**src/rtl/int_sequencer.sv**
```systemverilog
// Interrupt entry/exit sequencer.
// Samples a take condition at an instruction boundary, then acknowledges
// the controller, redirects fetch to the aligned handler vector, and
// tracks handler execution until reti redirects back to the saved PC.
module int_sequencer (
  input  logic        clk,
  input  logic        rst,
  input  logic        irq,
  input  logic [31:0] vec_addr,
  input  logic        int_en,
  input  logic        instr_boundary,
  input  logic [31:0] pc_cur,
  input  logic        reti,
  output logic        iack,
  output logic        pc_redirect,
  output logic [31:0] pc_target,
  output logic [31:0] epc,
  output logic        in_isr,
  output logic        stall,
  output logic [7:0]  irq_count,
  output logic        reti_err
);

  typedef enum logic [2:0] {IDLE, ACK, REDIRECT, ISR, RETURN} state_t;

  state_t      state, state_nxt;
  logic [31:0] latched_vec;
  logic        take;
  logic        reti_bad;

  // take is only meaningful in IDLE; irq is a level that stays up through ACK
  assign take     = irq & int_en & instr_boundary;
  assign reti_bad = reti & ((state == IDLE) | (state == ACK) | (state == REDIRECT));

  // state register
  always_ff @(posedge clk) begin
    if (rst) state <= IDLE;
    else     state <= state_nxt;
  end

  // next-state logic
  always_comb begin
    state_nxt = state;
    case (state)
      IDLE:     if (take) state_nxt = ACK;
      ACK:      state_nxt = REDIRECT;
      REDIRECT: state_nxt = ISR;
      ISR:      if (reti) state_nxt = RETURN;
      RETURN:   state_nxt = IDLE;
      default:  state_nxt = IDLE;
    endcase
  end

  // vector/return-address capture, taken-interrupt counter, reti error pulse
  always_ff @(posedge clk) begin
    if (rst) begin
      latched_vec <= '0;
      epc         <= '0;
      irq_count   <= '0;
      reti_err    <= 1'b0;
    end else begin
      if (state == IDLE && take) begin
        latched_vec <= vec_addr;
        epc         <= pc_cur;
      end
      if (state == REDIRECT && irq_count != 8'hFF)
        irq_count <= irq_count + 8'd1;
      reti_err <= reti_bad;
    end
  end

  // state-decoded strobes; pc_target is forced to 0 outside a redirect
  always_comb begin
    iack        = 1'b0;
    pc_redirect = 1'b0;
    pc_target   = '0;
    in_isr      = 1'b0;
    stall       = 1'b0;
    case (state)
      ACK: begin
        iack  = 1'b1;
        stall = 1'b1;
      end
      REDIRECT: begin
        pc_redirect = 1'b1;
        stall       = 1'b1;
        pc_target   = {latched_vec[31:5], 5'b0};
      end
      ISR: in_isr = 1'b1;
      RETURN: begin
        in_isr      = 1'b1;
        pc_redirect = 1'b1;
        pc_target   = epc;
      end
      default: ;
    endcase
  end

endmodule

```
**config.mk**
```make
export PLATFORM = sky130hd
export DESIGN_NAME = int_sequencer
export DESIGN_NICKNAME = d
export VERILOG_FILES = /design/src/rtl/int_sequencer.sv
export SDC_FILE = /design/constraint.sdc
export NUM_CORES = 1
export LEC_CHECK = 0
export ABC_AREA = 1
export CORE_MARGIN = 2
export CORE_UTILIZATION = 37
export DETAILED_ROUTE_END_ITERATION = 16
export PLACE_DENSITY = 0.74
export SYNTH_ARGS = -nofsm -noshare
export SYNTH_HDL_FRONTEND = slang
export SYNTH_SLANG_ARGS = --single-unit
```
**constraint.sdc**
```tcl
create_clock -name clk -period 1.5 [get_ports clk]
set_clock_uncertainty 0.2 [all_clocks]
set_input_delay 0.3 -clock clk [delete_from_list [all_inputs] [get_ports clk]]
set_output_delay 0.3 -clock clk [all_outputs]
set_load 0.01 [all_outputs]
```
======== After elaboration in Yosys (flattened, before gate mapping) ========
Index checks and enable logic that the tools add are counted.
storage, ports and cells
  bits in registers ....................... 76
  input port bits ......................... 70
  output and inout port bits .............. 77
operators by class
  $add $sub $neg .......................... 1
  equality and inequality tests ........... 7
  multiplexer cells ....................... 8
  bitwise operators ....................... 5
  reduce and logical (&&, ||, !) cells .... 7
operators with widths
  cell                                            number
  case mux 32 bit (2 select lines)                1
  case mux 3 bit (4 select lines)                 1
  adder 8 x 1 -> 8 bit (second input constant)    1
  != test 8 bit (second input constant)           1
  == test 3 x 2 -> 1 bit (second input constant)  2
  two-way mux 3 bit                               2
  OR reduction 2 bit                              3
  two-way mux 1 bit                               4
  != test 2 bit (second input constant)           2
  bitwise AND 1 bit                               3
  == test 3 x 1 -> 1 bit (second input constant)  1
  == test 3 bit (second input constant)           1
  logical NOT 3 bit                               1
  logical AND 1 bit                               2
  bitwise OR 1 bit                                2
  AND reduction 2 bit                             1

======== Longest topological paths before layout ========
  depth after elaboration ................. 4
  mapped depth ............................ 9
  mapped depth without buffers ............ 7

======== Least setup slack after synthesis ========
Ideal clock, no wire load.
  kind .................................... reg2out
  start point ............................. reg state[2]
  end point ............................... out pc_target[0]
  arrival time ............................ 1.063 ns
  path slack .............................. -0.063 ns
  stages on the path, launching flop included .. 5
  path buffers ............................ 2
  cells stage by stage .................... dfxtp_1 > buf_6 > clkbuf_1 > nand2_1 > nor2_1
on the way
  cells in the longest elaborated chain, start to end .. 2
RTL lines
  item                                                     RTL line  text
  start, declared                                          26        state_t state, state_nxt;
  start signal, assigned                                   38        else state <= state_nxt;
  == test 3 bit or == test 3 x 2 -> 1 bit (tied branches)  79        case (state)
  case mux 32 bit (2 select lines) *                       79
  end, declared                                            16        output logic [31:0] pc_target,
Mark *: on every way between the ends. The rest lies on a longest branch, timed or not.

======== Final worst setup path ========
  start point ............................. reg state[0]
  end point ............................... out pc_target[20]
The elaborated chain is that of the path after synthesis.

==> metrics.yaml <==
setup_path:
  start_kind: "flop"
  regToRegSetupSlack_ps: -260
  reg2reg_depth: 10
  crit_path_max_fanout: 4
  cp-end-kind: "primary output"
  crit_start: "state[0]"
  worstPathRequired_ps: 1000
  crit_arrival_ps: 1460
  worstReg2RegStart: "state[1]"
  r2r_end: "latched_vec[9]"
  path_class: "reg -> out"
  endpoint: "pc_target[20]"
finish:
  nets: 751
  drive_gt1_share_pct: 54.6
  fin_area_mm2: 0.00674
  n_antenna_cell: 0
  syn2layout_area_growth_pct: 118
global_routing:
  grt_use_total_pct: 28.9
  grt_max_degree: 35
  overflow: 0
  grt_pass1_vias: 4166
  antenna_found_initial: 0
  grt_pass1_wl_mm: 20.2
clock_tree:
  cts_root_buf: "clkbuf_8"
  cts_buffers: 9
  ctsLongestPathBuffers: 2
  cts_sinks: 71
  ctsHoldBuffers: 0
  insertion_delay_ps: 340
  htreeDepth: 3
  cts_tree: "built"
  clk_pin_slew_worst_paths_ps: 80
power_and_ir_drop:
  ir_drop_mv: 0.534
  p_per_area_mw_per_mm2: 897
  p_leak_nw: 3.07
route:
  routedWlPerCell_um: 18.8
  dr.pass1.iters: 6
  drc: 0
  avgViaCountPerCell: 5.31
  drt_iter0_markers: 243
  vias: 4197
  routed_wl_mm: 14.8
  ant_nets: 0
timing:
  finalHoldViolCount: 0
  slew_headroom_pct: 82.4
  final.period_utilization_pct: 131
  rsz0062_at_grt: "true"
  max_freq_ghz: 0.511
  worstMarginPinSlew_ps: 261
  finalSetupViolCount: 101
  setup_ws_ps: -458
  min_period_ps: 1960
  slew_viol_final: 0
die:
  start_util_pct: 37.8
  fp.dieH_um: 95.4
  row_count: 33
  die_w_um: 95.4
  die_area_mm2: 0.00910
  num_io_pins: 147
  core_mm2: 0.00818
synthesis:
  synth_cells: 455
  synth_seq_cells: 71
  synth-seq-area-share_pct: 46.0
  yosys_warnings: 0
  synth_top_family_by_area: "simple AND/OR/NAND/NOR gates"
  syn-num-nets: 526
  synth_adder_area_share_pct: 0.405
  synth-xor-area-share_pct: 0
  ys_types: 20
  synthMuxAreaShare_pct: 0
  syn_area_per_cell_um2: 6.79
  synth_area_mm2: 0.00309
  synth-compound-area-share_pct: 10.9
  synth-simple-area-share_pct: 35.3
placed_design:
  placed_area_mm2: 0.00504
  placement.io_buffers: 141
  place_congestion: 0.797
  dp_slack_ps: -560
  dp_hpwl_mm: 7.05
run_status:
  status: "finished, violations left"
  violations: "negative setup slack"
run:
  drv_cap: 0
worst_hold_path:
  hold_class: "reg -> reg"
## placed cells by master (no fill, tap or decap), drive strengths merged
master and count:
o21ai 61, clkinvlp 2, buf 161, bufinv 2, ha 1, nand2 85
clkdlybuf4s50 64, clkbuf 16, a21oi 5, dfxtp 71, a31oi 1, dlygate4sd2 2
nand3 41, nand4 1, inv 19, clkinv 2, nor2 142, clkdlybuf4s15 9
## final cells by class
type / instances / area [um2]
Multi-Input combinational cell: 337 / 2340
Timing Repair inverter: 1 / 16.3
Inverter: 19 / 113
Clock inverter: 5 / 80.1
Sequential cell: 71 / 1470
Timing Repair Buffer: 241 / 2440
Fill cell: 465 / 1430
Clock buffer: 11 / 151
Tap cell: 105 / 131
## critical path: stages, from the launching register on
cell and delay (ps):
dfxtp_4 390, nor2_4 110, buf_6 140, buf_6 90
buf_6 120, nand3_2 60, nand2_1 70, buf_2 120
## where the power goes
group | leakage [nW] | switching (mW) | internal, mW
Sequential | 0.594 | 0.142 | 2.04
Combinational | 2.36 | 1.02 | 1.05
Clock | 0.112 | 0.771 | 1.03
## kinds of logic after synthesis
group | Yosys count
buf+inv | 47
simple gates | 269
compound gates | 67
flops | 71
fa+ha+maj | 1
## synthesized netlist by cell type
master	n	area [um2]
nand4_1	1	6.26
nor2_8	1	20.0
buf_4	1	7.51
a31oi_1	1	6.26
nand2_2	1	6.26
clkbuf_1	9	33.8
nor2_4	1	11.3
o21ai_1	4	20.0
inv_2	1	3.75
nand3_1	41	205
ha_1	1	12.5
nor2_2	1	6.26
inv_1	18	67.6
a21oi_1	5	25.0
buf_6	4	45.0
o21ai_0	57	285
dfxtp_1	71	1420
nand2_1	84	315
nor2_1	139	522
buf_2	14	70.1
## sequential cells by signal (all words and copies together) (netlist names)
register,count
state,3
epc,32
latched_vec,27
reti_err,1
irq_count,8
## metal layers
layer | wire length (um) | global-route usage (%) | vias up
li1 | - | - | 1906
met1 | 5710 | 33.5 | 2042
met2 | 7720 | 52.5 | 210
met3 | 1000 | 6.80 | 39
met4 | 382 | 8.81 | 0
met5 | 0 | 0 | -
## through the flow
| step | hold WS, ps | setup TNS, ps | power (mW) | std cells | util (%) |
|---|---|---|---|---|---|
| finish | 333 | -27440 | 6.05 | 790 | 82.5 |
| CTS | 307 | -29530 | 5.71 | 794 | 76.1 |
| floorplan | 169 | 0 | 2.64 | 455 | - |
| detailed placement | 291 | -40460 | 3.41 | 734 | 61.7 |
| global placement | 281 | -37140 | 3.39 | 734 | 61.7 |
| global route | 349 | -32610 | 6.24 | 790 | 82.5 |
## worst min-delay path by stage
| stage | from | slack [ps] | endpoint | cells after the start |
|---|---|---|---|---|
| 3_5_place_dp | latched_vec[30] | 290 | latched_vec[30] | 2 |
| 5_1_grt | latched_vec[13] | 350 | latched_vec[13] | 2 |
| 6_report | latched_vec[13] | 330 | latched_vec[13] | 2 |
| 3_3_place_gp | latched_vec[21] | 280 | latched_vec[21] | 2 |
| 2_1_floorplan | rst | 170 | irq_count[1] | 1 |
| 4_1_cts | latched_vec[30] | 310 | latched_vec[30] | 2 |
## repair_timing
action / 4_1_cts / 5_1_grt
cloned: 17 / 1
resized for setup: 461 / 200
setup buffers: 28 / 8
endpoints found under the setup margin: 144 / 116
pin swaps: 32 / 46
(Power assumes the default switching activity.)
